### config.mk
export PLATFORM = sky130hd
export DESIGN_NAME = iq_frame_packer
export DESIGN_NICKNAME = d
export VERILOG_FILES = /design/src/rtl/sdr_pkg.sv /design/src/rtl/iq_test_pattern_gen.sv /design/src/rtl/iq_frame_packer.sv
export SDC_FILE = /design/constraint.sdc
export NUM_CORES = 1
export LEC_CHECK = 0
export ABC_AREA = 1
export BUFFER_PORTS_ARGS = -buffer_cell sky130_fd_sc_hd__buf_2
export CORE_MARGIN = 3
export CORE_UTILIZATION = 40
export DETAILED_ROUTE_END_ITERATION = 10
export PLACE_DENSITY = 0.62
export SKIP_CTS_REPAIR_TIMING = 1
export SLEW_MARGIN = 20
export SYNTH_ARGS = -nofsm -noshare
export SYNTH_HDL_FRONTEND = slang
export SYNTH_HIERARCHICAL = 1
export SYNTH_SLANG_ARGS = --single-unit
export TNS_END_PERCENT = 10
### constraint.sdc
create_clock -name clk -period 2.2 [get_ports clk]
set_input_delay 0.44 -clock clk [delete_from_list [all_inputs] [get_ports clk]]
set_output_delay 0.44 -clock clk [all_outputs]
set_load 0.005 [all_outputs]
### src/rtl/sdr_pkg.sv
// rtl/sdr_pkg.sv - shared types and constants for the IQ sample path
package sdr_pkg;

  typedef enum logic [1:0] {
    IDLE    = 2'd0,
    PAYLOAD = 2'd1,
    DROP    = 2'd2
  } state_t;

  localparam logic [15:0] SYNC_WORD_DEFAULT = 16'hA5A5;

  localparam int HDR_SYNC_MSB = 31;
  localparam int HDR_SYNC_LSB = 16;
  localparam int HDR_SEQ_MSB  = 15;
  localparam int HDR_SEQ_LSB  = 0;

  function automatic int clog2_c(input int value);
    int r;
    int v;
    r = 0;
    v = value - 1;
    while (v > 0) begin
      r++;
      v = v >> 1;
    end
    return r;
  endfunction

endpackage

### src/rtl/iq_test_pattern_gen.sv
// rtl/iq_test_pattern_gen.sv - 8-bit ramp source, restarted at every frame start
module iq_test_pattern_gen (
  input  logic       clk,
  input  logic       reset,
  input  logic       frame_start,
  input  logic       advance,
  output logic [7:0] ramp
);

  logic [7:0] cnt;

  // The pair that opens a frame sees 0 without waiting for the register.
  assign ramp = frame_start ? 8'd0 : cnt;

  always_ff @(posedge clk) begin
    if (reset) begin
      cnt <= 8'd0;
    end else if (advance) begin
      cnt <= ramp + 8'd1;
    end
  end

endmodule

### src/rtl/iq_frame_packer.sv
// rtl/iq_frame_packer.sv - packs I/Q pairs into framed 32-bit FIFO words; IQ_PACKER_TEST_PATTERN_EN adds a ramp test mode
module iq_frame_packer
  import sdr_pkg::*;
#(
  parameter int          FRAME_WORDS = 1024,
  parameter logic [15:0] SYNC_WORD   = SYNC_WORD_DEFAULT,
  parameter int          CNT_WIDTH   = 16
) (
  input  logic                 clk,
  input  logic                 reset,
`ifdef IQ_PACKER_TEST_PATTERN_EN
  input  logic                 test_mode,
`endif
  input  logic                 en,
  input  logic                 sample_valid,
  input  logic [7:0]           sample_i,
  input  logic [7:0]           sample_q,
  input  logic                 fifo_full,
  output logic [31:0]          fifo_wdata,
  output logic                 fifo_wr,
  output logic                 frame_active,
  output logic [CNT_WIDTH-1:0] seq_num,
  output logic [CNT_WIDTH-1:0] drop_count
);

  localparam int PW = clog2_c(2 * FRAME_WORDS);

  state_t        state;
  logic [PW-1:0] pair_cnt;
  logic [15:0]   hold;
  logic [7:0]    cur_i;
  logic [7:0]    cur_q;
  logic [31:0]   header;
  logic          last_pair;
  logic          frame_start;

  assign frame_start = (state == IDLE) && en;
  assign last_pair   = &pair_cnt;

`ifdef IQ_PACKER_TEST_PATTERN_EN
  logic [7:0] ramp;

  iq_test_pattern_gen u_pattern (
    .clk         (clk),
    .reset       (reset),
    .frame_start (frame_start),
    .advance     (sample_valid),
    .ramp        (ramp)
  );

  assign cur_i = test_mode ? ramp  : sample_i;
  assign cur_q = test_mode ? ~ramp : sample_q;
`else
  assign cur_i = sample_i;
  assign cur_q = sample_q;
`endif

  always_comb begin
    header = '0;
    header[HDR_SYNC_MSB:HDR_SYNC_LSB] = SYNC_WORD;
    header[HDR_SEQ_MSB:HDR_SEQ_LSB]   = 16'(seq_num);
  end

  always_ff @(posedge clk) begin
    if (reset) begin
      state        <= IDLE;
      pair_cnt     <= '0;
      hold         <= '0;
      fifo_wr      <= 1'b0;
      fifo_wdata   <= '0;
      frame_active <= 1'b0;
      seq_num      <= '0;
      drop_count   <= '0;
    end else begin
      fifo_wr <= 1'b0;
      if (sample_valid) begin
        case (state)
          IDLE: begin
            if (frame_start) begin
              pair_cnt <= PW'(1);
              if (!fifo_full) begin
                fifo_wr      <= 1'b1;
                fifo_wdata   <= header;
                hold         <= {cur_q, cur_i};
                frame_active <= 1'b1;
                state        <= PAYLOAD;
              end else begin
                drop_count <= (&drop_count) ? drop_count : drop_count + 1'b1;
                state      <= DROP;
              end
            end
          end
          PAYLOAD: begin
            pair_cnt <= pair_cnt + 1'b1;
            if (!pair_cnt[0]) begin
              hold <= {cur_q, cur_i};
            end else if (!fifo_full) begin
              fifo_wr    <= 1'b1;
              fifo_wdata <= {cur_q, cur_i, hold};
            end else begin
              drop_count   <= (&drop_count) ? drop_count : drop_count + 1'b1;
              frame_active <= 1'b0;
              state        <= DROP;
            end
            // The last pair closes the frame even if its own word was dropped.
            if (last_pair) begin
              seq_num      <= seq_num + 1'b1;
              frame_active <= 1'b0;
              state        <= IDLE;
            end
          end
          DROP: begin
            pair_cnt <= pair_cnt + 1'b1;
            if (last_pair) begin
              seq_num <= seq_num + 1'b1;
              state   <= IDLE;
            end
          end
          default: state <= IDLE;
        endcase
      end
    end
  end

endmodule

# Yosys cells after proc, flatten, opt, wreduce, memory -nomap -nowiden
# Cells that the tools add are included.
totals:
  input_bits: 21
  reg_bits: 95
  wordCells: 70
  out_inout_bits: 66
op_classes:
  reduce_logical: 15
  n_eq_ne: 10
  addsub: 3
  bitwise_logic: 1
  n_mux: 33
op_table:
  columns: ["op", "count"]
  rows:
  - ["two-way mux 32 bit", 4]
  - ["two-way mux 16 bit", 7]
  - ["case mux 16 bit (2 select lines)", 2]
  - ["case mux 32 bit (2 select lines)", 1]
  - ["adder 16 x 1 -> 16 bit (second input constant)", 2]
  - ["case mux 11 bit (2 select lines)", 1]
  - ["AND reduction 16 bit", 1]
  - ["AND reduction 13 bit", 1]
  - ["two-way mux 2 bit", 6]
  - ["inequality test 2 bit (second input constant)", 6]
  - ["AND reduction 6 bit", 2]
  - ["adder 11 x 1 -> 11 bit (second input constant)", 1]
  - ["two-way mux 11 bit", 1]
  - ["AND reduction 11 bit", 1]
  - ["AND reduction 5 bit", 2]
  - ["two-way mux 1 bit", 8]
  - ["inequality test 3 bit (second input constant)", 2]
  - ["case mux 2 bit (3 select lines)", 1]
  - ["case mux 1 bit (2 select lines)", 2]
  - ["AND reduction 4 bit", 1]
  - ["nonzero test 2 bit", 2]
  - ["OR reduction 2 bit", 2]
  - ["AND reduction 3 bit", 1]
  - ["equality test 2 x 1 -> 1 bit (second input constant)", 1]
  - ["4 further kinds", 4]

# Depth between registers and ports, before layout
depth:
  depth_word: 5
  mapped_depth: 10
  ltp_nobuf: 10

# Worst setup path after synthesis
# Ideal clock, no wire load.
synth_timing:
  path_type: "register -> register"
  startpoint: "register state[0]"
  endpoint: "register pair_cnt[8]"
  path_buffers: 0
  stages_incl_launch_ff: 9
  setup_time_ns: 0.119
  synth_period_minus_slack_ns: 1.661
  t_arrival_ns: 1.542
  required_ns: 2.081
  path_slack_ns: 0.539
  path_cell_list: "dfxtp_1 > inv_1 > ha_1 > a21oi_4 > nand2_2 > nor2_2 > nand2_1 > o21ai_0 > a21oi_1"
synth_via:
  elab_chain_len: 4
  elab_cells_between_ends: 9
  classes_between: "eq/ne (3); mux (1); reduce/logical (5)"
synth_rtl:
  columns: ["item", "line_no", "source"]
  rows:
  - ["start, declared", "iq_frame_packer.sv:28", "state_t state;"]
  - ["start signal, assigned", "iq_frame_packer.sv:66", "state <= IDLE;"]
  - ["start signal, assigned", "iq_frame_packer.sv:86", "state <= PAYLOAD;"]
  - ["start signal, assigned", "iq_frame_packer.sv:89", "state <= DROP;"]
  - ["equality test 2 bit, or another cell as far along", "iq_frame_packer.sv:77", "case (state)"]
  - ["OR reduction 2 bit (no source line) / logical AND 1 bit (equally long branches)", null, null]
  - ["nonzero test 2 bit (no source line) / inequality test 2 bit (equally long branches)", null, null]
  - ["AND reduction 3 bit (no source line)", null, null]
  - ["end signal, assigned", "iq_frame_packer.sv:94", "pair_cnt <= pair_cnt + 1'b1;"]
  - ["end signal, assigned", "iq_frame_packer.sv:113", "pair_cnt <= pair_cnt + 1'b1;"]
  - ["end, declared", "iq_frame_packer.sv:29", "logic [PW-1:0] pair_cnt;"]
# Several ways; a longest one is shown, not always the timed one.
# A chain may end at the register's enable or synchronous reset.

# Worst setup path after layout
# Same ends and word-level chain as after synthesis.

==> results.py <==
metrics = {
    "status": {
        "status": "complete, no violations",
    },
    "cts": {
        "cts_tree": "yes",
        "cts_buffers": 9,
        "cts.sinks": 95,
        "cts_root_buf": "clkbuf_16",
        "clk_path_buf_depth": 2,
        "clkTransAtPathRegs_ns": 0.07,
        "clkLatencyLatePin_ns": 0.35,
        "htree_levels": 3,
    },
    "floorplan": {
        "die_area_um2": 12800,
        "start_util_pct": 41.6,
        "ios": 87,
        "coreArea_um2": 11000,
        "die_h_um": 113,
        "dieWidth_um": 113,
        "rows": 38,
    },
    "synthesis": {
        "synth_area_um2": 4590,
        "synth_top_area_share_pct": 41.5,
        "synth-seq-area-share_pct": 41.5,
        "yosysMostFrequentCell": "nand2_1",
        "synthTopCellsByCount": "nand2_1 (164), dfxtp_1 (95), a21oi_1 (77)",
        "yosys.area.top_type": "dfxtp_1",
        "ys.flop_type": "dfxtp_1",
        "yosysWarnings": 6,
        "async_flop_share_pct": 0,
        "avgSynthCellArea_um2": 6.98,
        "ys_seq_elements": 95,
        "synth_cell_types": 32,
        "synth_edf_count": 0,
        "netlist_instances": 657,
        "synth_nets": 684,
        "synth_area_leaders": "dfxtp_1 (41%), nand2_1 (13%), a21oi_1 (8.4%)",
    },
    "detailed_routing": {
        "drtIter0Drc": 295,
        "drt-vias-per-instance": 5.00,
        "ant_nets": 0,
        "route.vias.total": 4410,
        "drc": 0,
        "drt-wirelength-per-cell_um": 13.5,
        "wl_um": 11900,
        "dr.pass1.iters": 5,
    },
    "sta": {
        "fin_ws_ns": 0.248,
        "slew_violations": 0,
        "fmax_mhz": 512,
        "tightest_slew_ns": 0.622,
        "finClkSkew_ns": 0.00832,
        "fin_crit_sh_pct": 88.7,
        "hold_violations": 0,
        "finalSetupViolations": 0,
        "rsz0062_at_grt": "no",
        "relSlewSlack_pct": 58.5,
        "finalCriticalPeriod_ns": 1.95,
        "fin_setup_tns_ns": 0,
    },
    "global_routing": {
        "antenna_found_initial": 0,
        "grt_max_degree": 65,
        "grt_overflow_total": 0,
        "grt_pass1_vias": 4030,
        "grt_pass1_wl_um": 19400,
        "grt_usage_pct": 18.8,
    },
    "placement": {
        "dp_cells": 867,
        "hpwl_um": 8780,
        "portBuffers": 86,
        "gp_congestion": 0.896,
        "dp_worst_setup_slack_ns": 0.260,
    },
    "finish": {
        "fin_util_pct": 49.6,
        "final.fill_count": 1173,
        "multiInputGateArea_um2": 2310,
        "area_growth_pct": 19.2,
        "diodes": 0,
        "final_cells": 882,
        "layout.nets": 765,
        "regArea_um2": 1900,
        "drive_gt1_share_pct": 17.8,
    },
    "setup_path": {
        "endpoint_kind": "register",
        "startpoint_type": "register",
        "cp_cell_sequence": "inv_1, ha_1, a21oi_4, nand2_2, nor2_2, nand2_1, o21ai_0, a21oi_1",
        "crit_arrival_ns": 2.20,
        "required_ns": 2.45,
        "cp_slowest_cell": "dfxtp_1",
        "slowest_delay_ns": 0.37,
        "path_class": "register to register",
        "crit_fanout": 8,
    },
    "power": {
        "p_per_area_nw_per_um2": 773,
        "finalPower_mw": 4.23,
        "ir_drop_mv": 0.428,
        "leakage_nw": 2.23,
    },
    "hold_path": {
        "hold_class": "input port to register",
    },
    "run": {
        "drv_cap": 0,
    },
}
-- power by group --
group / internal (mW) / switching (mW)
sequential: 1.83 / 0.0590
combinational: 0.230 / 0.404
clock: 1.02 / 0.677
-- state kept, by name, indices dropped and copies added (netlist names) --
name and cells:
fifo_wdata 32, drop_count 16, hold 16, seq_num 16
pair_cnt 11, state 2, fifo_wr 1, frame_active 1
-- metal layers --
metal	share of wire [%]	wire length (µm)	global-route usage, %
met5	0	0	0
met4	2.6	314	9.46
met3	3.9	468	3.48
met2	47	5590	30.5
met1	46	5510	24.1
-- critical path: cells and delay by family (launching register included) --
| kind | cells | cell delay [ns] |
|---|---|---|
| adders and majority gates | 1 | 0.29 |
| and+or+nand+nor | 3 | 0.57 |
| DFF | 1 | 0.37 |
| AOI/OAI and AO/OA | 3 | 0.53 |
| buffers and inverters | 1 | 0.08 |
-- metrics by stage --
stage               cell area (µm²)  hold WS (ns)
finish                         5470         0.353
global route                   5470         0.371
CTS                            5470         0.341
detailed placement             5150         0.435
global placement               5150         0.431
floorplan                      4590         0.421
-- cell type report --
| cell class | count | share of cell area, % |
|---|---|---|
| multi-input cells | 467 | 42.3 |
| flip-flops and latches | 95 | 34.8 |
| repair buffers | 94 | 8.97 |
| inverters | 71 | 4.87 |
| clock buffers | 10 | 4.37 |
| well taps | 140 | 3.20 |
| clock inverters | 5 | 1.51 |
-- cell families after synthesis --
group | Yosys count | synth area share (%)
buffers and inverters | 95 | 8.10
xor gates and xnor gates | 10 | 1.91
DFF | 95 | 41.5
and+or+nand+nor | 314 | 30.7
adders and majority gates | 6 | 1.64
AOI/OAI and AO/OA | 137 | 16.2
-- worst paths after layout --
check / startpoint / to / slack (ns) / cells past startpoint
setup / recovery: state[0] / pair_cnt[8] / 0.25 / 8
hold / removal: en / fifo_wr / 0.35 / 2
setup reg to reg: state[0] / pair_cnt[8] / 0.25 / 8
hold reg to reg: fifo_wdata[2] / fifo_wdata[2] / 0.44 / 2
-- placed cells by master, fill, tap and decap left out, types with 2 or more instances in the layout --
cell type,netlist,layout
buf_4,0,8
nand3b_1,10,10
a31oi_1,2,2
a21oi_4,2,2
nand2_2,4,4
xnor2_1,3,3
nand2_4,2,2
a21oi_1,77,77
nand3_1,43,43
o21ai_0,44,44
nor2_2,3,3
bufinv_16,0,2
buf_2,6,86
clkbuf_16,0,9
o21ai_2,2,2
ha_1,6,6
nand2_1,164,164
inv_1,68,68
nor2_4,2,2
xor2_1,7,7
inv_2,3,3
dfxtp_1,95,95
clkinv_4,0,2
o21bai_1,8,8
nand4_1,10,10
nor3_1,12,12
nor2_1,56,56
nor3b_1,3,3
nand3_2,3,3
No activity file was read; power rests on OpenSTA's default activity.
